==> config.mk <==
export PLATFORM = sky130hd
export DESIGN_NAME = div_rs
export DESIGN_NICKNAME = d
export VERILOG_FILES = /design/src/rtl/div_rs.sv
export SDC_FILE = /design/constraint.sdc
export NUM_CORES = 2
export LEC_CHECK = 0
export BUFFER_PORTS_ARGS = -buffer_cell sky130_fd_sc_hd__clkbuf_2
export CAP_MARGIN = 20
export CORE_MARGIN = 10
export CORE_UTILIZATION = 46
export CTS_CLUSTER_DIAMETER = 100
export DETAILED_ROUTE_END_ITERATION = 7
export GPL_TIMING_DRIVEN = 1
export PLACE_DENSITY_LB_ADDON = 0.25
export SETUP_SLACK_MARGIN = 0.3
export SYNTH_ARGS = -nofsm -noshare
export SYNTH_HDL_FRONTEND = slang
export SYNTH_SLANG_ARGS = --single-unit
export TNS_END_PERCENT = 10
==> constraint.sdc <==
create_clock -name clk -period 11.6 [get_ports clk]
set_input_delay 1.16 -clock clk [delete_from_list [all_inputs] [get_ports clk]]
set_output_delay 1.16 -clock clk [all_outputs]
set_load 0.01 [all_outputs]
==> src/rtl/div_rs.sv <==
// rtl/div_rs.sv - four-entry collapsing reservation station for integer divide/remainder micro-ops
module div_rs #(
    parameter int DEPTH   = 4,
    parameter int ROB_LEN = 16,
    localparam int ROB_W  = $clog2(ROB_LEN),
    localparam int OCC_W  = $clog2(DEPTH) + 1,
    localparam int SEL_W  = $clog2(DEPTH)
) (
    input  logic               clk,
    input  logic               rst,
    input  logic               disp_valid,
    output logic               disp_ready,
    input  logic [2:0]         disp_funct3,
    input  logic [ROB_W-1:0]   disp_rob_idx,
    input  logic [6:0]         disp_rd,
    input  logic [6:0]         disp_rs1_tag,
    input  logic [6:0]         disp_rs2_tag,
    input  logic               disp_rs1_rdy,
    input  logic               disp_rs2_rdy,
    input  logic [31:0]        disp_rs1_data,
    input  logic [31:0]        disp_rs2_data,
    input  logic               cdb_valid,
    input  logic [6:0]         cdb_rd,
    input  logic [31:0]        cdb_data,
    input  logic               mispredict,
    input  logic [ROB_LEN-1:0] flush_mask,
    input  logic               div_ready,
    output logic               iss_valid,
    output logic [2:0]         iss_funct3,
    output logic [ROB_W-1:0]   iss_rob_idx,
    output logic [6:0]         iss_rd,
    output logic [31:0]        iss_rs1_data,
    output logic [31:0]        iss_rs2_data,
    output logic [OCC_W-1:0]   occupancy
);

    typedef struct packed {
        logic             valid;
        logic [2:0]       funct3;
        logic [ROB_W-1:0] rob_idx;
        logic [6:0]       rd;
        logic [6:0]       tag1;
        logic             rdy1;
        logic [31:0]      data1;
        logic [6:0]       tag2;
        logic             rdy2;
        logic [31:0]      data2;
    } entry_t;

    entry_t           ent [DEPTH];
    entry_t           nxt [DEPTH];
    entry_t           woken;
    entry_t           din;
    logic [SEL_W-1:0] sel;
    logic             issue_fire;
    logic             keep;
    int               slot;

    // Entries stay packed from slot 0, so the valid count is also the first free slot.
    always_comb begin
        occupancy = '0;
        for (int i = 0; i < DEPTH; i++) begin
            occupancy = occupancy + OCC_W'(ent[i].valid);
        end
        disp_ready = occupancy < OCC_W'(DEPTH);
    end

    always_comb begin
        iss_valid = 1'b0;
        sel       = '0;
        for (int i = 0; i < DEPTH; i++) begin
            if (!iss_valid && ent[i].valid && ent[i].rdy1 && ent[i].rdy2 &&
                !(mispredict && flush_mask[ent[i].rob_idx])) begin
                iss_valid = 1'b1;
                sel       = SEL_W'(i);
            end
        end
        iss_funct3   = iss_valid ? ent[sel].funct3  : '0;
        iss_rob_idx  = iss_valid ? ent[sel].rob_idx : '0;
        iss_rd       = iss_valid ? ent[sel].rd      : '0;
        iss_rs1_data = iss_valid ? ent[sel].data1   : '0;
        iss_rs2_data = iss_valid ? ent[sel].data2   : '0;
        issue_fire   = iss_valid && div_ready;
    end

    // Dispatching op, with a CDB broadcast in the same cycle folded in.
    always_comb begin
        din         = '0;
        din.valid   = 1'b1;
        din.funct3  = disp_funct3;
        din.rob_idx = disp_rob_idx;
        din.rd      = disp_rd;
        din.tag1    = disp_rs1_tag;
        din.tag2    = disp_rs2_tag;
        din.rdy1    = disp_rs1_rdy || (cdb_valid && cdb_rd == disp_rs1_tag);
        din.rdy2    = disp_rs2_rdy || (cdb_valid && cdb_rd == disp_rs2_tag);
        din.data1   = disp_rs1_rdy ? disp_rs1_data : cdb_data;
        din.data2   = disp_rs2_rdy ? disp_rs2_data : cdb_data;
    end

    // Remove issued/flushed entries, compact survivors in order, then append the dispatch.
    always_comb begin
        woken = '0;
        keep  = 1'b0;
        slot  = 0;
        for (int j = 0; j < DEPTH; j++) begin
            nxt[j] = '0;
        end
        for (int i = 0; i < DEPTH; i++) begin
            woken = ent[i];
            if (cdb_valid && !woken.rdy1 && woken.tag1 == cdb_rd) begin
                woken.rdy1  = 1'b1;
                woken.data1 = cdb_data;
            end
            if (cdb_valid && !woken.rdy2 && woken.tag2 == cdb_rd) begin
                woken.rdy2  = 1'b1;
                woken.data2 = cdb_data;
            end
            keep = ent[i].valid && !(issue_fire && sel == SEL_W'(i)) &&
                   !(mispredict && flush_mask[ent[i].rob_idx]);
            if (keep) begin
                for (int j = 0; j < DEPTH; j++) begin
                    if (j == slot) nxt[j] = woken;
                end
                slot = slot + 1;
            end
        end
        if (disp_valid && disp_ready && !(mispredict && flush_mask[disp_rob_idx])) begin
            for (int j = 0; j < DEPTH; j++) begin
                if (j == slot) nxt[j] = din;
            end
        end
    end

    always_ff @(posedge clk or posedge rst) begin
        if (rst) begin
            for (int i = 0; i < DEPTH; i++) begin
                ent[i] <= '0;
            end
        end else begin
            for (int i = 0; i < DEPTH; i++) begin
                ent[i] <= nxt[i];
            end
        end
    end

endmodule

# Word level (Yosys, flattened, before mapping)
# Index checks and enable logic that the tools add are counted.
# Widths: inputs -> output; s select.
# classes
bitwise_logic	1
muxes	60
n_reduce_logical	80
addsub	6
order_cmp	7
eq_ne	25
# op_table
cell	n
$mux 95	17
$mux 380	4
$mux 33	8
$eq 3x32->1 const A	8
$mux 32	7
$bmux 95 s2	1
$mux 94	2
$eq 2x32->1 const A	4
$logic_not 32->1	4
$add 32x2->32 const B	3
$eq 7x7->1	10
$logic_and 1x1->1	53
$lt 4x5->1 const B	5
$bmux 1 s4	5
$logic_not 1->1	20
$mux 1	11
$mux 7	1
$eq 2x2->1 const B	2
$mux 2	2
$mux 4	1
$add 2x1->3	1
$add 3x1->3	1
$ge 3x3->1 const B	1
$lt 3x3->1 const B	1
other kinds (6)	7
# word_totals
regBits	380
output_inout_bits	83
elab_cells	219

# Depth between registers and ports, before layout
# depth
ltp_word	39
depth_mapped	20
depth_no_buf	15

# Worst setup path before layout
# Ideal clock, no wire load.
# synth_path
path_kind	input-to-reg
from	input port flush_mask[7]
to	register ent[186] in the netlist's numbering
setup_time_ps	128
path_stages	15
path_buffers	4
t_required_ps	11472
slack_ps	6798
arrival_ps	4674
cell_sequence	mux4_2 > o2111a_1 > o31ai_1 > nand2_1 > ha_1 > clkbuf_1 > nand3_1 > buf_2 > clkbuf_1 > ha_1 > nand2_1 > o221ai_2 > nand3_2 > buf_2 > mux2_1
# synth_rtl
item	line	rtl
start, declared	26	input logic [ROB_LEN-1:0] flush_mask,
end signal, assigned by index	142	ent[i] <= nxt[i];
end, declared	50	entry_t ent [DEPTH];

==> metrics <==
Worst Path Max Fanout 58; GPL Wtd Cong 0.926; unrepaired setup endpoints after global routing no; met3 Track Usage GR 5.89%; Clock Skews 0.0210 ns; VDD IR-drop max 0.135 mV; Syn-to-layout area delta 10.1%; GRT met1 Usage 37.5%; Die W 267 um; Tmin final 7.35 ns; LEAKAGE 15.6 nW; sequential power share 33.8%; post_cts resized 0; DP Worst Slack 3.86 ns; slew at the pin closest to its max-slew limit 1.18 ns; io pins 238; Slew Limit Headroom 21.5%; commonest non-fill, non-tap cell in the layout mux2i_1; Final Cycle Share 63.3%; Max Buffers Root-to-Sink 3; Sw Pwr 2.01 mW; PortBufs 237; Comb pwr share 37.4%; synth unique cells 63; max-cap violations 0; GRT busiest layer met2; Setup Fix Bufs, Post-CTS 0; Post-synth EDFFs 0; # rows 90; clock sink count 380; number of global-route vias before repair 26163; Wirelength per Cell 28.2 um; initial core utilization 46.4%; Avg Vias per Cell 6.73; DR vias 25913; grt met2 use 46.3%; GRT Residual Overflow 0; Clk pwr share 28.8%; Hold Fails Final Rpt 0; worst skew pair latency 0.59 ns; Die Ht 267 um; critical path type in2reg; CP Data Arrival Time 7.81 ns; Critical Path End Type flip-flop; most frequent cells in the layout mux2i_1 (489), dfrtp_1 (380), o21ai_0 (301); Worst-path clk slew 0.06 ns; most flop-heavy register ent; CTS tree yes; P_int 3.31 mW; Core Area 60400 um2; clock buffer count from CTS 45; Net Count, Synth 3178; first-pass GRT wire length 162000 um; hold crit path type in2async; sequential share of the synthesized area 34.0%; Setup violations, final 0; Syn Inst Count 3014; Regs by FF count ent x380; WP data required 12.07 ns; drt initial violations 2843; nets 3193; setup_tns 0 ns; H-tree depth 2; largest net degree at the start of global routing 118; switching part of the total 37.8%; total die area 71200 um2; Post-Route WL 108000 um; initial antenna violation count 5; first-pass iteration count of the detailed router 6; FF+latch count, synth 380; Most used DFF post-synth dfrtp_1; # DRC 0; max reg flops 380; layout cells sized above 1 20.4%; Avg Inst Size Synth 9.29 um2; post-DP HPWL 64800 um; gr usage total 29.2%; final worst slack 4.25 ns; synthesized area 28000 um2; async set-reset flop share out of synthesis 100%; root buffer cell clkbuf_16; Slew Limit Fails 0; dpl cells 3762; Max Fclk 136 MHz; hold buffer count at CTS 0; CP startpoint kind input port; status finished, final reports clean; PwrDens 173 nW/um2; antenna-violating nets left 0; Layout Cells excl Fill 3848; Synth Warn # 0
## final timing paths
path	startpoint	endpoint	slack, ns	cells after the start
max	flush_mask[15]	ent[188]$_DFF_PP0_	4.25	15
min reg2reg	ent[85]$_DFF_PP0_	ent[370]$_DFF_PP0_	0.65	3
max in group asynchronous	rst	ent[195]$_DFF_PP0_	8.24	5
min	rst	ent[159]$_DFF_PP0_	0.55	2
max reg2reg	ent[372]$_DFF_PP0_	ent[188]$_DFF_PP0_	4.26	14
min in group clk	ent[85]$_DFF_PP0_	ent[370]$_DFF_PP0_	0.65	3
## power by group through the flow
stage / Clock, mW / Combinational [mW] / Sequential, mW
after floorplan: 0 / 1.48 / 1.75
after global placement: 0 / 1.87 / 1.80
after detailed placement: 0 / 1.93 / 1.82
after CTS: 1.55 / 1.94 / 1.79
after global routing: 1.59 / 2.11 / 1.83
final: 1.54 / 1.99 / 1.80
## cells by family after synthesis
logic type               share of synthesized area, %
multiplexers                                     29.2
adder cells (fa/ha/maj)                         0.429
AO/OA/AOI/OAI                                    19.4
AND/OR/NAND/NOR                                  8.85
buffers and inverters                            5.93
flip-flops                                       34.0
XOR/XNOR                                         2.22
## synth_stat cells (54+ instances only)
cell type / count / area, um2
mux2_2: 212 / 2390
xor2_1: 60 / 526
a211oi_1: 56 / 420
o211ai_1: 54 / 405
buf_2: 55 / 275
clkbuf_1: 204 / 766
a221oi_1: 84 / 736
a22oi_1: 76 / 571
a21oi_1: 137 / 686
nor2_1: 109 / 409
mux2i_1: 489 / 4890
nor3_1: 71 / 355
dfrtp_1: 380 / 9510
nand2_1: 287 / 1080
o21ai_0: 303 / 1520
## layout make-up
type	instances	area (um2)
clock inverter	17	224
fill	5472	29500
clock buffer	65	1350
multi-input combinational	2274	17000
antenna	2	5.00
sequential	380	9510
tap	782	978
inverter	40	154
timing repair buffer	288	1600
## critical path, cell delays in order
cell	delay, ns
clkbuf_2	0.12
mux4_2	0.49
nor2_1	0.17
o31a_1	0.16
and3_4	0.64
inv_2	0.26
ha_1	0.60
nand3_4	0.86
ha_1	0.68
nand3_1	0.09
o211ai_2	0.16
nand3_4	0.47
buf_4	0.65
buf_4	0.83
mux2_1	0.39
## routing by layer
| layer | part of all wire, % | wire [um] |
|---|---|---|
| met2 | 46 | 49700 |
| met3 | 9.4 | 10200 |
| met1 | 40 | 43400 |
| met4 | 4.7 | 5090 |
| met5 | 0.032 | 35 |
## per-stage QoR
stage          utilization, %  hold slack [ns]  area (um2)  power, mW
3_5_place_dp             48.4            0.629       29200       3.75
4_1_cts                  51.0            0.556       30800       5.28
5_1_grt                  51.1            0.594       30800       5.53
2_1_floorplan               -            0.595       28000       3.23
6_report                 51.1            0.554       30800       5.33
3_3_place_gp             48.4            0.619       29200       3.67
No activity file was read; power rests on OpenSTA's default activity.
